`src/rtl/trigger_word_receiver_pkg.sv`:
```
// Shared definitions for the trigger word link: default word width,
// FSM state encodings and a leading-zero helper. Both the receive and
// transmit sides of the link import this package.
package trigger_word_receiver_pkg;

    localparam int DEFAULT_WIDTH = 8;
    localparam int WINDOW_BITS   = 2 * DEFAULT_WIDTH;

    // Receiver FSM encodings; the transmit side relies on the same values.
    typedef enum logic [1:0] {
        ST_IDLE    = 2'd0,
        ST_CAPTURE = 2'd1,
        ST_HOLDOFF = 2'd2
    } rx_state_t;

    // Number of zeros ahead of the first one, counting from bit 7
    // (the earliest bit on the line). An all-zero word returns 7.
    function automatic logic [2:0] leading_zeros8(input logic [7:0] w);
        logic [2:0] n;
        logic       found;
        n     = 3'd7;
        found = 1'b0;
        for (int i = 7; i >= 0; i--) begin
            if (!found && w[i]) begin
                n     = 3'(7 - i);
                found = 1'b1;
            end
        end
        return n;
    endfunction

endpackage

```
`src/rtl/pulse_window_decoder.sv`:
```
// Combinational classifier for a two-word window. The pulse must start
// exactly at the given offset, be one contiguous run of 1..8 ones, and
// every other bit of the window must be zero.
module pulse_window_decoder
    import trigger_word_receiver_pkg::*;
(
    input  logic [WINDOW_BITS-1:0] window,
    input  logic [2:0]             offset,
    output logic [3:0]             width,
    output logic                   well_formed
);

    logic [WINDOW_BITS-1:0] shifted;
    logic [WINDOW_BITS-1:0] lead_mask;
    logic [WINDOW_BITS-1:0] rest;
    logic [4:0]             run;
    logic                   in_run;

    // Align the leading edge to the MSB, measure the run, then require silence elsewhere
    always_comb begin
        shifted   = window << offset;
        lead_mask = ~(16'hFFFF >> offset);
        run       = 5'd0;
        in_run    = 1'b1;
        for (int i = WINDOW_BITS - 1; i >= 0; i--) begin
            if (in_run && shifted[i]) begin
                run = run + 5'd1;
            end else begin
                in_run = 1'b0;
            end
        end
        rest        = shifted << run;
        well_formed = (run != 5'd0) && (run <= 5'd8) && (rest == '0)
                      && ((window & lead_mask) == '0);
        width       = (run <= 5'd8) ? run[3:0] : 4'd0;
    end

endmodule

```
`src/rtl/trigger_word_receiver.sv`:
```
// Trigger word receiver: finds a single pulse spread over up to two
// deserialized words, reports its width and bit offset, enforces a
// quiet holdoff after each pulse and steers the deserializer towards
// offset 0 with bitslip requests.
module trigger_word_receiver
    import trigger_word_receiver_pkg::*;
#(
    parameter int WIDTH       = DEFAULT_WIDTH,
    parameter int HOLDOFF     = 4,
    parameter int ALIGN_COUNT = 16
) (
    input  logic             clock,
    input  logic             reset,
    input  logic [WIDTH-1:0] word_in,
    input  logic             word_valid,
    output logic             trigger,
    output logic [3:0]       trigger_width,
    output logic [2:0]       trigger_offset,
    output logic             malformed,
    output logic             bitslip,
    output logic             aligned,
    output logic [15:0]      trigger_count,
    output logic [15:0]      error_count
);

    localparam int HCW = (HOLDOFF > 1) ? $clog2(HOLDOFF) : 1;
    localparam int SCW = $clog2(ALIGN_COUNT + 1);
    localparam logic [HCW-1:0] HOLD_LAST  = HCW'(HOLDOFF - 1);
    localparam logic [SCW-1:0] ALIGN_LAST = SCW'(ALIGN_COUNT);

    rx_state_t              state;
    logic [WIDTH-1:0]       a_word;
    logic [2:0]             a_offset;
    logic [HCW-1:0]         hold_count;
    logic [SCW-1:0]         streak;
    logic [SCW-1:0]         next_streak;
    logic [2:0]             prev_offset;
    logic                   align_pending;
    logic [2*WIDTH-1:0]     window;
    logic [3:0]             dec_width;
    logic                   dec_ok;

    // The incoming word is B; it is evaluated on the edge that accepts it
    assign window = {a_word, word_in};

    pulse_window_decoder u_decoder (
        .window      (window),
        .offset      (a_offset),
        .width       (dec_width),
        .well_formed (dec_ok)
    );

    // Streak value the current pulse would produce if it turns out well-formed
    always_comb begin
        next_streak = SCW'(1);
        if (a_offset == prev_offset) begin
            next_streak = (streak == ALIGN_LAST) ? streak : streak + SCW'(1);
        end
    end

    // Main FSM: capture, classify, holdoff, plus counters and alignment tracking
    always_ff @(posedge clock) begin
        if (reset) begin
            state          <= ST_IDLE;
            a_word         <= '0;
            a_offset       <= 3'd0;
            hold_count     <= '0;
            streak         <= '0;
            prev_offset    <= 3'd0;
            align_pending  <= 1'b0;
            trigger        <= 1'b0;
            trigger_width  <= 4'd0;
            trigger_offset <= 3'd0;
            malformed      <= 1'b0;
            bitslip        <= 1'b0;
            aligned        <= 1'b0;
            trigger_count  <= 16'd0;
            error_count    <= 16'd0;
        end else begin
            trigger       <= 1'b0;
            malformed     <= 1'b0;
            bitslip       <= 1'b0;
            align_pending <= 1'b0;
            if (align_pending) begin
                aligned <= 1'b1;
            end
            if (word_valid) begin
                case (state)
                    ST_IDLE: begin
                        if (word_in != '0) begin
                            a_word   <= word_in;
                            a_offset <= leading_zeros8(word_in);
                            state    <= ST_CAPTURE;
                        end
                    end
                    ST_CAPTURE: begin
                        state      <= ST_HOLDOFF;
                        hold_count <= '0;
                        if (dec_ok) begin
                            trigger        <= 1'b1;
                            trigger_width  <= dec_width;
                            trigger_offset <= a_offset;
                            prev_offset    <= a_offset;
                            if (trigger_count != 16'hFFFF) begin
                                trigger_count <= trigger_count + 16'd1;
                            end
                            if (next_streak == ALIGN_LAST && a_offset != 3'd0) begin
                                bitslip <= 1'b1;
                                streak  <= '0;
                            end else begin
                                streak <= next_streak;
                                if (next_streak == ALIGN_LAST) begin
                                    align_pending <= 1'b1;
                                end
                            end
                            if (a_offset != 3'd0) begin
                                aligned <= 1'b0;
                            end
                        end else begin
                            malformed <= 1'b1;
                            streak    <= '0;
                            aligned   <= 1'b0;
                            if (error_count != 16'hFFFF) begin
                                error_count <= error_count + 16'd1;
                            end
                        end
                    end
                    ST_HOLDOFF: begin
                        if (word_in == '0) begin
                            if (hold_count == HOLD_LAST) begin
                                state      <= ST_IDLE;
                                hold_count <= '0;
                            end else begin
                                hold_count <= hold_count + HCW'(1);
                            end
                        end else begin
                            malformed  <= 1'b1;
                            hold_count <= '0;
                            streak     <= '0;
                            aligned    <= 1'b0;
                            if (error_count != 16'hFFFF) begin
                                error_count <= error_count + 16'd1;
                            end
                        end
                    end
                    default: begin
                        state <= ST_IDLE;
                    end
                endcase
            end
        end
    end

endmodule

```
`config.mk`:
```
export PLATFORM = sky130hd
export DESIGN_NAME = trigger_word_receiver
export DESIGN_NICKNAME = d
export VERILOG_FILES = /design/src/rtl/trigger_word_receiver_pkg.sv /design/src/rtl/pulse_window_decoder.sv /design/src/rtl/trigger_word_receiver.sv
export SDC_FILE = /design/constraint.sdc
export NUM_CORES = 1
export LEC_CHECK = 0
export BUFFER_PORTS_ARGS = -buffer_cell sky130_fd_sc_hd__buf_2
export CAP_MARGIN = 20
export CORE_UTILIZATION = 40
export DETAILED_ROUTE_END_ITERATION = 12
export PLACE_DENSITY = 0.56
export SYNTH_ARGS = -nofsm -noshare
export SYNTH_HDL_FRONTEND = slang
export SYNTH_HIERARCHICAL = 1
export SYNTH_SLANG_ARGS = --single-unit
export TNS_END_PERCENT = 1
```
`constraint.sdc`:
```
create_clock -name clock -period 15 [get_ports clock]
set_clock_uncertainty 0.2 [all_clocks]
set_input_delay 3 -clock clock [delete_from_list [all_inputs] [get_ports clock]]
set_output_delay 3 -clock clock [all_outputs]
set_load 0.02 [all_outputs]
```
-- Word level (Yosys, flattened, before mapping)
Cells that the tools add are included.
- reduce and logical (&&, ||, !) cells: 52
- mux-type cells: 104
- order comparisons: 1
- eq/ne operators: 13
- bitwise logic cells: 5
- shift-type cells: 3
- add/sub/neg operators: 19
- operator list (cell ; count):
    $mux W5 ; 20
    $add A5 B1 Y5 const B ; 16
    $mux W1 ; 61
    $mux W16 ; 3
    $add A16 B1 Y16 const B ; 2
    $logic_not A16 Y1 ; 2
    $ne A16 B16 Y1 const B ; 2
    $pmux W16 S2 ; 1
    $logic_and A1 B1 Y1 ; 26
    $mux W3 ; 8
    $and A16 B16 Y16 ; 1
    $not A16 Y16 ; 1
    $shl A16 B3 Y16 ; 1
    $shl A16 B5 Y16 ; 1
    $shr A16 B3 Y16 const A ; 1
    $reduce_and A4 Y1 ; 3
    $eq A5 B5 Y1 const B ; 2
    $mux W2 ; 5
    $ne A2 B2 Y1 const B ; 5
    $pmux W5 S2 ; 1
    $reduce_and A3 Y1 ; 3
    $logic_not A8 Y1 ; 1
    $reduce_bool A8 Y1 ; 1
    $logic_not A1 Y1 ; 7
    19 further kinds ; 23
- input bits: 11
- word-level logic and storage cells: 211
- flip-flop bits (word level): 64

-- Depth between registers and ports, before layout
Gate-level depths: netlist of run 1.
- depth in word-level cells: 50
- mapped depth: 49
- mapped depth without buffers: 44

-- Hierarchy
Netlist of run 1, hierarchy kept.
- modules (own cells, without submodules) (module ; area each (um2) ; times used ; seq. area each (um2) ; cells an instance):
    trigger_word_receiver ; 3342.0 ; 1 ; 1281.2 ; 409
    pulse_window_decoder ; 2568.7 ; 1 ; 0.0 ; 353

-- Worst setup path before layout of run 1
Ideal clock, no wire load.
- path type: in2reg
- from: input word_in[7]
- to: register error_count[15]
- slack: 3724 ps
- path buffers: 2
- cell stages on the path: 44
- arrival: 10990 ps
- path through: mux2_4 -> a22oi_1 -> a22oi_2 -> ha_1 -> o21ai_0 -> inv_1 -> ha_1 -> nor2_1 -> a21oi_1 -> a21oi_1 -> ha_1 -> nor2_1 -> nor4_1 -> o22ai_1 -> inv_1 -> ha_1 -> mux2i_1 -> a211oi_1 -> [... 8 more ...] -> o211ai_1 -> o21ai_0 -> nor4_1 -> nor2_1 -> ha_1 -> and4_1 -> a21oi_1 -> a21oi_1 -> mux2_2 -> o21ai_1 -> xnor2_1 -> a2111oi_2 -> and2_4 -> buf_6 -> or4b_1 -> buf_2 -> or4_4 -> a221oi_2
- cells in the longest elaborated chain, start to end: 38
- RTL lines (what ; RTL line ; text):
    start: declaration ; trigger_word_receiver.sv:14 ; input logic [WIDTH-1:0] word_in,
    $shl A16 B3 Y16 ; pulse_window_decoder.sv:21 ; shifted = window << offset;
    $mux W1 ; pulse_window_decoder.sv:26 ; if (in_run && shifted[i]) begin
    $add A5 B1 Y5 / $logic_and A1 B1 Y1 (equally long branches) ; pulse_window_decoder.sv:27, pulse_window_decoder.sv:26 ;
    $mux W5 / $mux W1 (equally long branches) ; pulse_window_decoder.sv:26 ;
    $add A5 B1 Y5 / $logic_and A1 B1 Y1 (equally long branches) ; pulse_window_decoder.sv:27, pulse_window_decoder.sv:26 ;
    $mux W5 / $mux W1 (equally long branches) ; pulse_window_decoder.sv:26 ;
    $add A5 B1 Y5 / $logic_and A1 B1 Y1 (equally long branches) ; pulse_window_decoder.sv:27, pulse_window_decoder.sv:26 ;
    $mux W5 / $mux W1 (equally long branches) ; pulse_window_decoder.sv:26 ;
    [... 23 more ...] ; -- ;
    $mux W5 ; pulse_window_decoder.sv:26 ;
    $shl A16 B5 Y16, or another cell as far along ; pulse_window_decoder.sv:32 ; rest = shifted << run;
    $logic_not A16 Y1 / $logic_and A1 B1 Y1 (equally long branches) ; pulse_window_decoder.sv:33 ; well_formed = (run != 5'd0) && (run <= 5'd8) && (rest == '0)
    $logic_and A1 B1 Y1 ; pulse_window_decoder.sv:33 ;
    $logic_and A1 B1 Y1 * ; pulse_window_decoder.sv:34 ; && ((window & lead_mask) == '0);
    net dec_ok ; trigger_word_receiver.sv:41 ; logic dec_ok;
    $ne A2 B2 Y1 (no source line) * ; -- ;
    $reduce_and A4 Y1 (no source line) * ; -- ;
    end signal: assignment ; trigger_word_receiver.sv:124 ; error_count <= error_count + 16'd1;
    end signal: assignment ; trigger_word_receiver.sv:142 ; error_count <= error_count + 16'd1;
    end: declaration ; trigger_word_receiver.sv:23 ; output logic [15:0] error_count
The timed path passes the listed nets; every way through them passes the cells marked *.
A chain may end at the register's enable or synchronous reset.

-- Worst setup path after layout of run 1
- from: input word_in[7]
- to: register trigger_count[14]
- cells in the longest elaborated chain, start to end: 37
- RTL lines (what ; RTL line ; text):
    $shl A16 B3 Y16 ; pulse_window_decoder.sv:21 ;
    $mux W1 ; pulse_window_decoder.sv:26 ;
    $add A5 B1 Y5 / $logic_and A1 B1 Y1 (equally long branches) ; pulse_window_decoder.sv:27, pulse_window_decoder.sv:26 ;
    $mux W5 / $mux W1 (equally long branches) ; pulse_window_decoder.sv:26 ;
    $add A5 B1 Y5 / $logic_and A1 B1 Y1 (equally long branches) ; pulse_window_decoder.sv:27, pulse_window_decoder.sv:26 ;
    $mux W5 / $mux W1 (equally long branches) ; pulse_window_decoder.sv:26 ;
    $add A5 B1 Y5 / $logic_and A1 B1 Y1 (equally long branches) ; pulse_window_decoder.sv:27, pulse_window_decoder.sv:26 ;
    $mux W5 / $mux W1 (equally long branches) ; pulse_window_decoder.sv:26 ;
    [... 22 more ...] ; -- ;
    $add A5 B1 Y5 / $logic_and A1 B1 Y1 (equally long branches) ; pulse_window_decoder.sv:27, pulse_window_decoder.sv:26 ;
    $mux W5 ; pulse_window_decoder.sv:26 ;
    $shl A16 B5 Y16, or another cell as far along ; pulse_window_decoder.sv:32 ;
    $logic_not A16 Y1 / $logic_and A1 B1 Y1 (equally long branches) ; pulse_window_decoder.sv:33 ;
    $logic_and A1 B1 Y1 ; pulse_window_decoder.sv:33 ;
    $logic_and A1 B1 Y1 * ; pulse_window_decoder.sv:34 ;
    net dec_ok ; trigger_word_receiver.sv:41 ;
    $reduce_and A4 Y1 (no source line) * ; -- ;
    end signal: assignment ; trigger_word_receiver.sv:105 ; trigger_count <= trigger_count + 16'd1;
    end: declaration ; trigger_word_receiver.sv:22 ; output logic [15:0] trigger_count,
Marks and branches as above.

==> run_results.csv, run 1 <==
group,metric,value,unit
run_status,status,"completed",
route,drtIter0Drc,537,
synth,syn_area,5910,µm²
setup_path,cp_slowest_stage_delay,0.63,ns
setup_path,reg2reg_depth,44,
floorplan,initial_core_util,0.408,
floorplan,core_area,14500,µm²
final_layout,drive_gt1_frac,0.164,
clocking,clk_pin_slew,0.06,ns
clocking,cts_max_level,3,
route,drc,0,
setup_path,crit_top_cell,"ha_1",
placement,placedCellCount,973,
route,drtPass1Iterations,5,
global_route,grt_pass1_wl,26.9,mm
setup_path,cp_max_fo,11,
synth,synth_top_cell_area_share,0.217,
timing,rsz0062_at_grt,"no",
clocking,cts_buffer_depth,2,
timing,min_period_over_period,0.839,
synth,ys_seq_area_frac,0.217,
hold_path,hold_start,"hold_count[1]$_SDFFE_PP0P_",
clocking,cts_inserted_buffers,9,
setup_path,timing.rr.end,"trigger_count[14]$_SDFFE_PP0P_",
final_layout,design_area,6600,µm²
global_route,grt_pass1_vias,5362,
floorplan,die_h,124,µm
placement,dpl_cell_area,6300,µm²
pwr,p_int,0.341,mW
setup_path,critPathCaptureType,"register",
floorplan,io_pins,54,
hold_path,hold_class,"register to register",
route,finalWirelength,16.4,mm
timing,fin_crit,12.58,ns
setup_path,required,15.02,ns
synth,syn_avg_cell_area,7.76,µm²
clocking,clockRootBuffer,"clkbuf_16",
clocking,postCtsHoldBufs,0,
floorplan,std_cell_rows,44,
setup_path,arrival,12.61,ns
clocking,cts_setup_buffers,0,
global_route,grt_overflow,0,
timing,setup_viol,0,
timing,drv_slew,0,
clocking,ctsResizeCount,0,
final_layout,nNetsFinal,832,
pwr,leakage,2.61,nW
synth,ys_types,87,
clocking,cts.sink_count,64,
setup_path,timing.reg2reg.setup_slack,4.39,ns
pwr,p_switching,0.136,mW
synth,ys.flop_type,"dfxtp_1",
pwr,power_frac_seq,0.370,
hold_path,whs_path_depth,2,
final_layout,diodes,0,
pwr,vdd_drop_max,0.0562,mV
synth,synth_edf_count,0,
setup_path,startpoint_type,"input pin",
synth,yosys-top-cells-area,"dfxtp_1 22%, nand2_1 5.4%, a21oi_1 5.0%, mux2_2 4.6%, nor2_1 4.4%",
placement,port_buffers,53,
timing,slew-limit-headroom,0.340,
hold_path,hold_end,"hold_count[1]$_SDFFE_PP0P_",
route,ant_nets,0,
route,detail_route.wl_per_cell,16.6,µm
pwr,clkPwrFrac,0.445,
final_layout,area_delta_synth_final,11.7,%
synth,synthCells,762,
final_layout,fin_cells,990,
clocking,clk_latency,0.33,ns
synth,synth_seq_cells,64,
setup_path,r2r_start,"a_offset[2]$_SDFFE_PP0P_",
floorplan,design.die.area,15300,µm²
synth,async_flop_share,0,
placement,dpl.hpwl,11.8,mm
timing,fmax,79.5,MHz
timing,final-hold-violation-count,0,
synth,yosysTopAreaCell,"dfxtp_1",
synth,synth_warnings,6,
global_route,track_usage,0.220,
pwr,comb_power_share,0.185,
timing,tightest_slew,0.981,ns
pwr,p_per_area,72.3,nW/µm²
setup_path,crit_type,"input pin to register",
timing,timing.setup.tns,0,ns
run,drv_cap,0,
route,viasPerCell,5.99,
pwr,swShare,0.285,
final_layout,final_cell_mix,"85 x nand2_1, 70 x nor2_1, 64 x dfxtp_1",
global_route,antenna_found_initial,0,
synth,synth_nets,793,
placement,gp_congestion,0.861,
setup_path,cp_slowest_cell,"a2111oi_2",
global_route,grt_max_degree,75,
floorplan,dieWidth,124,µm
route,dr_total_vias,5935,
final_layout,layout_commonest_cell,"nand2_1",
clocking,cts_tree,"yes",
[critical path, delay by kind of cell]
| kind | cells | cell delay [ns] |
|---|---|---|
| buffers and inverters | 4 | 0.50 |
| multiplexers | 3 | 0.80 |
| AND/OR/NAND/NOR | 14 | 2.52 |
| XOR/XNOR | 2 | 0.30 |
| adder cells (fa/ha/maj) | 7 | 2.23 |
| AO/OA/AOI/OAI | 14 | 3.25 |
[state kept, by name, summed over array words and instances (netlist names)]
register	flops
error_count	16
trigger_count	16
a_word	8
streak	5
trigger_width	4
a_offset	3
prev_offset	3
hold_count	2
state	2
align_pending	1
aligned	1
bitslip	1
malformed	1
trigger	1
[power by group through the flow]
stage	combinational, mW	sequential [mW]	clock (mW)
2_1_floorplan	0.0646	0.180	0
3_3_place_gp	0.0858	0.180	0
3_5_place_dp	0.0864	0.180	0
4_1_cts	0.0872	0.176	0.215
5_1_grt	0.0967	0.177	0.225
6_report	0.0885	0.177	0.212
[synthesized netlist by cell type, types with 7 or more instances]
master	n
nor3_1	24
dfxtp_1	64
or3_1	7
nor2_1	70
mux2i_1	24
or4_1	10
nor2b_1	20
xnor2_1	12
mux4_2	8
buf_2	9
nand4_1	12
and2_1	9
nand2_1	85
ha_1	20
o21ai_0	23
inv_1	26
mux2_2	24
a21oi_1	59
and3_1	15
nor4_1	24
xor2_1	9
nand3_1	42
clkbuf_1	18
[stage by stage]
step / setup WS [ns] / power (mW) / util / hold slack [ns]
floorplan: 3.72 / 0.245 / - / 0.236
finish: 2.42 / 0.477 / 0.456 / 0.261
global route: 1.56 / 0.498 / 0.456 / 0.288
CTS: 2.46 / 0.479 / 0.456 / 0.264
global placement: 2.73 / 0.266 / 0.435 / 0.247
detailed placement: 2.13 / 0.266 / 0.435 / 0.257
[area by class of cell]
| type | instances | area [µm²] |
|---|---|---|
| Inverter | 26 | 97.6 |
| Tap cell | 184 | 230 |
| Clock inverter | 3 | 40.0 |
| Fill cell | 1412 | 7880 |
| Clock buffer | 13 | 260 |
| Timing Repair Buffer | 61 | 323 |
| Multi-Input combinational cell | 639 | 4370 |
| Sequential cell | 64 | 1280 |
[cells by family (layout without fill, tap and decap cells)]
kind of cell / after synthesis / count (layout) / synth area share
AOI/OAI and AO/OA: 166 / 166 / 0.192
and+or+nand+nor: 360 / 360 / 0.319
buffers and inverters: 59 / 103 / 0.0438
xor gates and xnor gates: 25 / 25 / 0.0459
muxes: 65 / 65 / 0.136
adders and majority gates: 23 / 23 / 0.0474
DFF: 64 / 64 / 0.217
[how the worst max path moves through the flow]
stage                                                 to       start  cells after the start
after floorplan             error_count[15]$_SDFFE_PP0P_  word_in[7]                     44
after global placement    trigger_count[14]$_SDFFE_PP0P_  word_in[7]                     44
after detailed placement  trigger_count[14]$_SDFFE_PP0P_  word_in[7]                     44
after CTS                 trigger_count[14]$_SDFFE_PP0P_  word_in[7]                     44
after global routing      trigger_count[14]$_SDFFE_PP0P_  word_in[7]                     44
final                     trigger_count[14]$_SDFFE_PP0P_  word_in[7]                     44
[metal layers]
layer | wire length (µm) | up-vias | part of all wire | track usage
met2 | 7640 | 177 | 0.47 | 0.357
met1 | 7860 | 2824 | 0.48 | 0.307
met5 | 0 | - | 0 | 0
met4 | 185 | 0 | 0.011 | 0.0497
li1 | - | 2920 | - | -
met3 | 726 | 14 | 0.044 | 0.0327
No activity file was read; power rests on OpenSTA's default activity.
==> run 2: changes to the inputs <==
==> constraint.sdc (replaced) <==
create_clock -name clock -period 12.6 [get_ports clock]
set_clock_uncertainty 0.2 [all_clocks]
set_input_delay 2.52 -clock clock [delete_from_list [all_inputs] [get_ports clock]]
set_output_delay 2.52 -clock clock [all_outputs]
set_load 0.02 [all_outputs]
==> run_results.csv, run 2 (synthesis results as in run 1) <==
group,metric,value,unit
setup_path,required,12.64,ns
setup_path,reg2reg_depth,41,
setup_path,cp_slowest_stage_delay,0.66,ns
pwr,leakage,2.62,nW
clocking,postCtsHoldBufs,0,
clocking,clk_pin_slew,0.05,ns
final_layout,layout_commonest_cell,"nand2_1",
pwr,p_int,0.417,mW
setup_path,cp_max_fo,15,
route,drc,0,
timing,fin_crit,11.72,ns
final_layout,design_area,6650,µm²
route,dr_total_vias,5989,
timing,slew-limit-headroom,0.403,
global_route,grt_overflow,0,
timing,final-hold-violation-count,0,
floorplan,design.die.area,15300,µm²
placement,port_buffers,53,
timing,timing.setup.tns,0,ns
timing,min_period_over_period,0.930,
timing,fmax,85.3,MHz
pwr,clkPwrFrac,0.455,
clocking,cts.sink_count,64,
clocking,cts_buffer_depth,2,
timing,tightest_slew,0.887,ns
final_layout,nNetsFinal,833,
floorplan,die_h,124,µm
global_route,track_usage,0.220,
setup_path,crit_type,"input pin to register",
clocking,clk_latency,0.33,ns
clocking,cts_max_level,3,
setup_path,critPathCaptureType,"register",
floorplan,io_pins,54,
setup_path,cp_slowest_cell,"or4b_1",
route,ant_nets,0,
route,drtIter0Drc,463,
placement,dpl.hpwl,12.0,mm
floorplan,dieWidth,124,µm
global_route,antenna_found_initial,0,
final_layout,top_regs,"error_count x16, trigger_count x16, a_word x8",
route,finalWirelength,16.6,mm
clocking,clockRootBuffer,"clkbuf_16",
setup_path,startpoint_type,"input pin",
clocking,cts_inserted_buffers,9,
pwr,power_frac_seq,0.365,
hold_path,whs_path_depth,2,
timing,rsz0062_at_grt,"no",
run_status,status,"completed",
timing,drv_slew,0,
final_layout,drive_gt1_frac,0.169,
global_route,grt_max_degree,75,
route,detail_route.wl_per_cell,16.8,µm
clocking,cts_tree,"yes",
placement,dpl_cell_area,6300,µm²
final_layout,final_cell_mix,"85 x nand2_1, 70 x nor2_1, 64 x dfxtp_1",
floorplan,std_cell_rows,44,
pwr,comb_power_share,0.180,
setup_path,arrival,11.76,ns
route,drtPass1Iterations,5,
run,drv_cap,0,
route,viasPerCell,6.04,
pwr,swShare,0.281,
setup_path,crit_top_cell,"ha_1",
final_layout,fin_util,0.459,
floorplan,core_area,14500,µm²
floorplan,initial_core_util,0.408,
global_route,grt_pass1_vias,5370,
hold_path,hold_class,"register to register",
pwr,p_per_area,87.3,nW/µm²
final_layout,area_delta_synth_final,12.5,%
final_layout,diodes,0,
pwr,vdd_drop_max,0.0571,mV
global_route,grt_pass1_wl,26.7,mm
placement,gp_congestion,0.873,
pwr,p_switching,0.163,mW
timing,setup_viol,0,
-- run 2: layer usage --
layer	part of all wire	routed length (µm)	track usage
met1	0.48	7930	0.304
met2	0.45	7560	0.352
met4	0.016	264	0.0610
met5	0	0	0
met3	0.053	888	0.0369
-- run 2: stage by stage --
step                      setup WS [ns]  hold WS (ns)  power [mW]  cells
after floorplan                    1.80         0.236       0.291    762
after global placement            0.822         0.247       0.317    974
after detailed placement          0.535         0.255       0.318    974
after CTS                         0.866         0.264       0.586    990
after global routing              0.127         0.296       0.607    991
final                             0.880         0.263       0.580    991
-- run 2: power by group through the flow --
| stage | Combinational, mW | Clock [mW] | Sequential [mW] |
|---|---|---|---|
| after floorplan | 0.0769 | 0 | 0.214 |
| after global placement | 0.101 | 0 | 0.216 |
| after detailed placement | 0.102 | 0 | 0.216 |
| after CTS | 0.103 | 0.271 | 0.212 |
| after global routing | 0.115 | 0.280 | 0.212 |
| final | 0.104 | 0.264 | 0.212 |
-- run 2: worst max-delay path, delay by kind of cell --
family	cells	cell delay, ns
AO/OA/AOI/OAI	16	2.65
buffers and inverters	4	0.51
multiplexers	4	0.93
XOR/XNOR	1	0.31
AND/OR/NAND/NOR	11	2.88
adder cells (fa/ha/maj)	7	1.96
-- run 2: worst paths after layout --
check                                      from                             to  slack [ns]
setup / recovery                     word_in[7]   error_count[15]$_SDFFE_PP0P_        0.88
hold / removal    trigger_width[1]$_SDFFE_PP0P_  trigger_width[1]$_SDFFE_PP0P_        0.26
setup reg to reg       a_offset[2]$_SDFFE_PP0P_   error_count[15]$_SDFFE_PP0P_        2.27
hold reg to reg   trigger_width[1]$_SDFFE_PP0P_  trigger_width[1]$_SDFFE_PP0P_        0.26
-- run 2: area by class of cell --
class	instances	area, µm²
fillers	1472	7830
multi-input cells	639	4390
flip-flops and latches	64	1280
repair buffers	62	330
clock buffers	14	284
well taps	184	230
inverters	26	97.6
clock inverters	2	35.0
-- run 2: timing repair --
| item | CTS | global route |
|---|---|---|
| setup buffers | 0 | 0 |
| endpoints found under the setup margin | 0 | 11 |
| gates resized for setup | 0 | 3 |
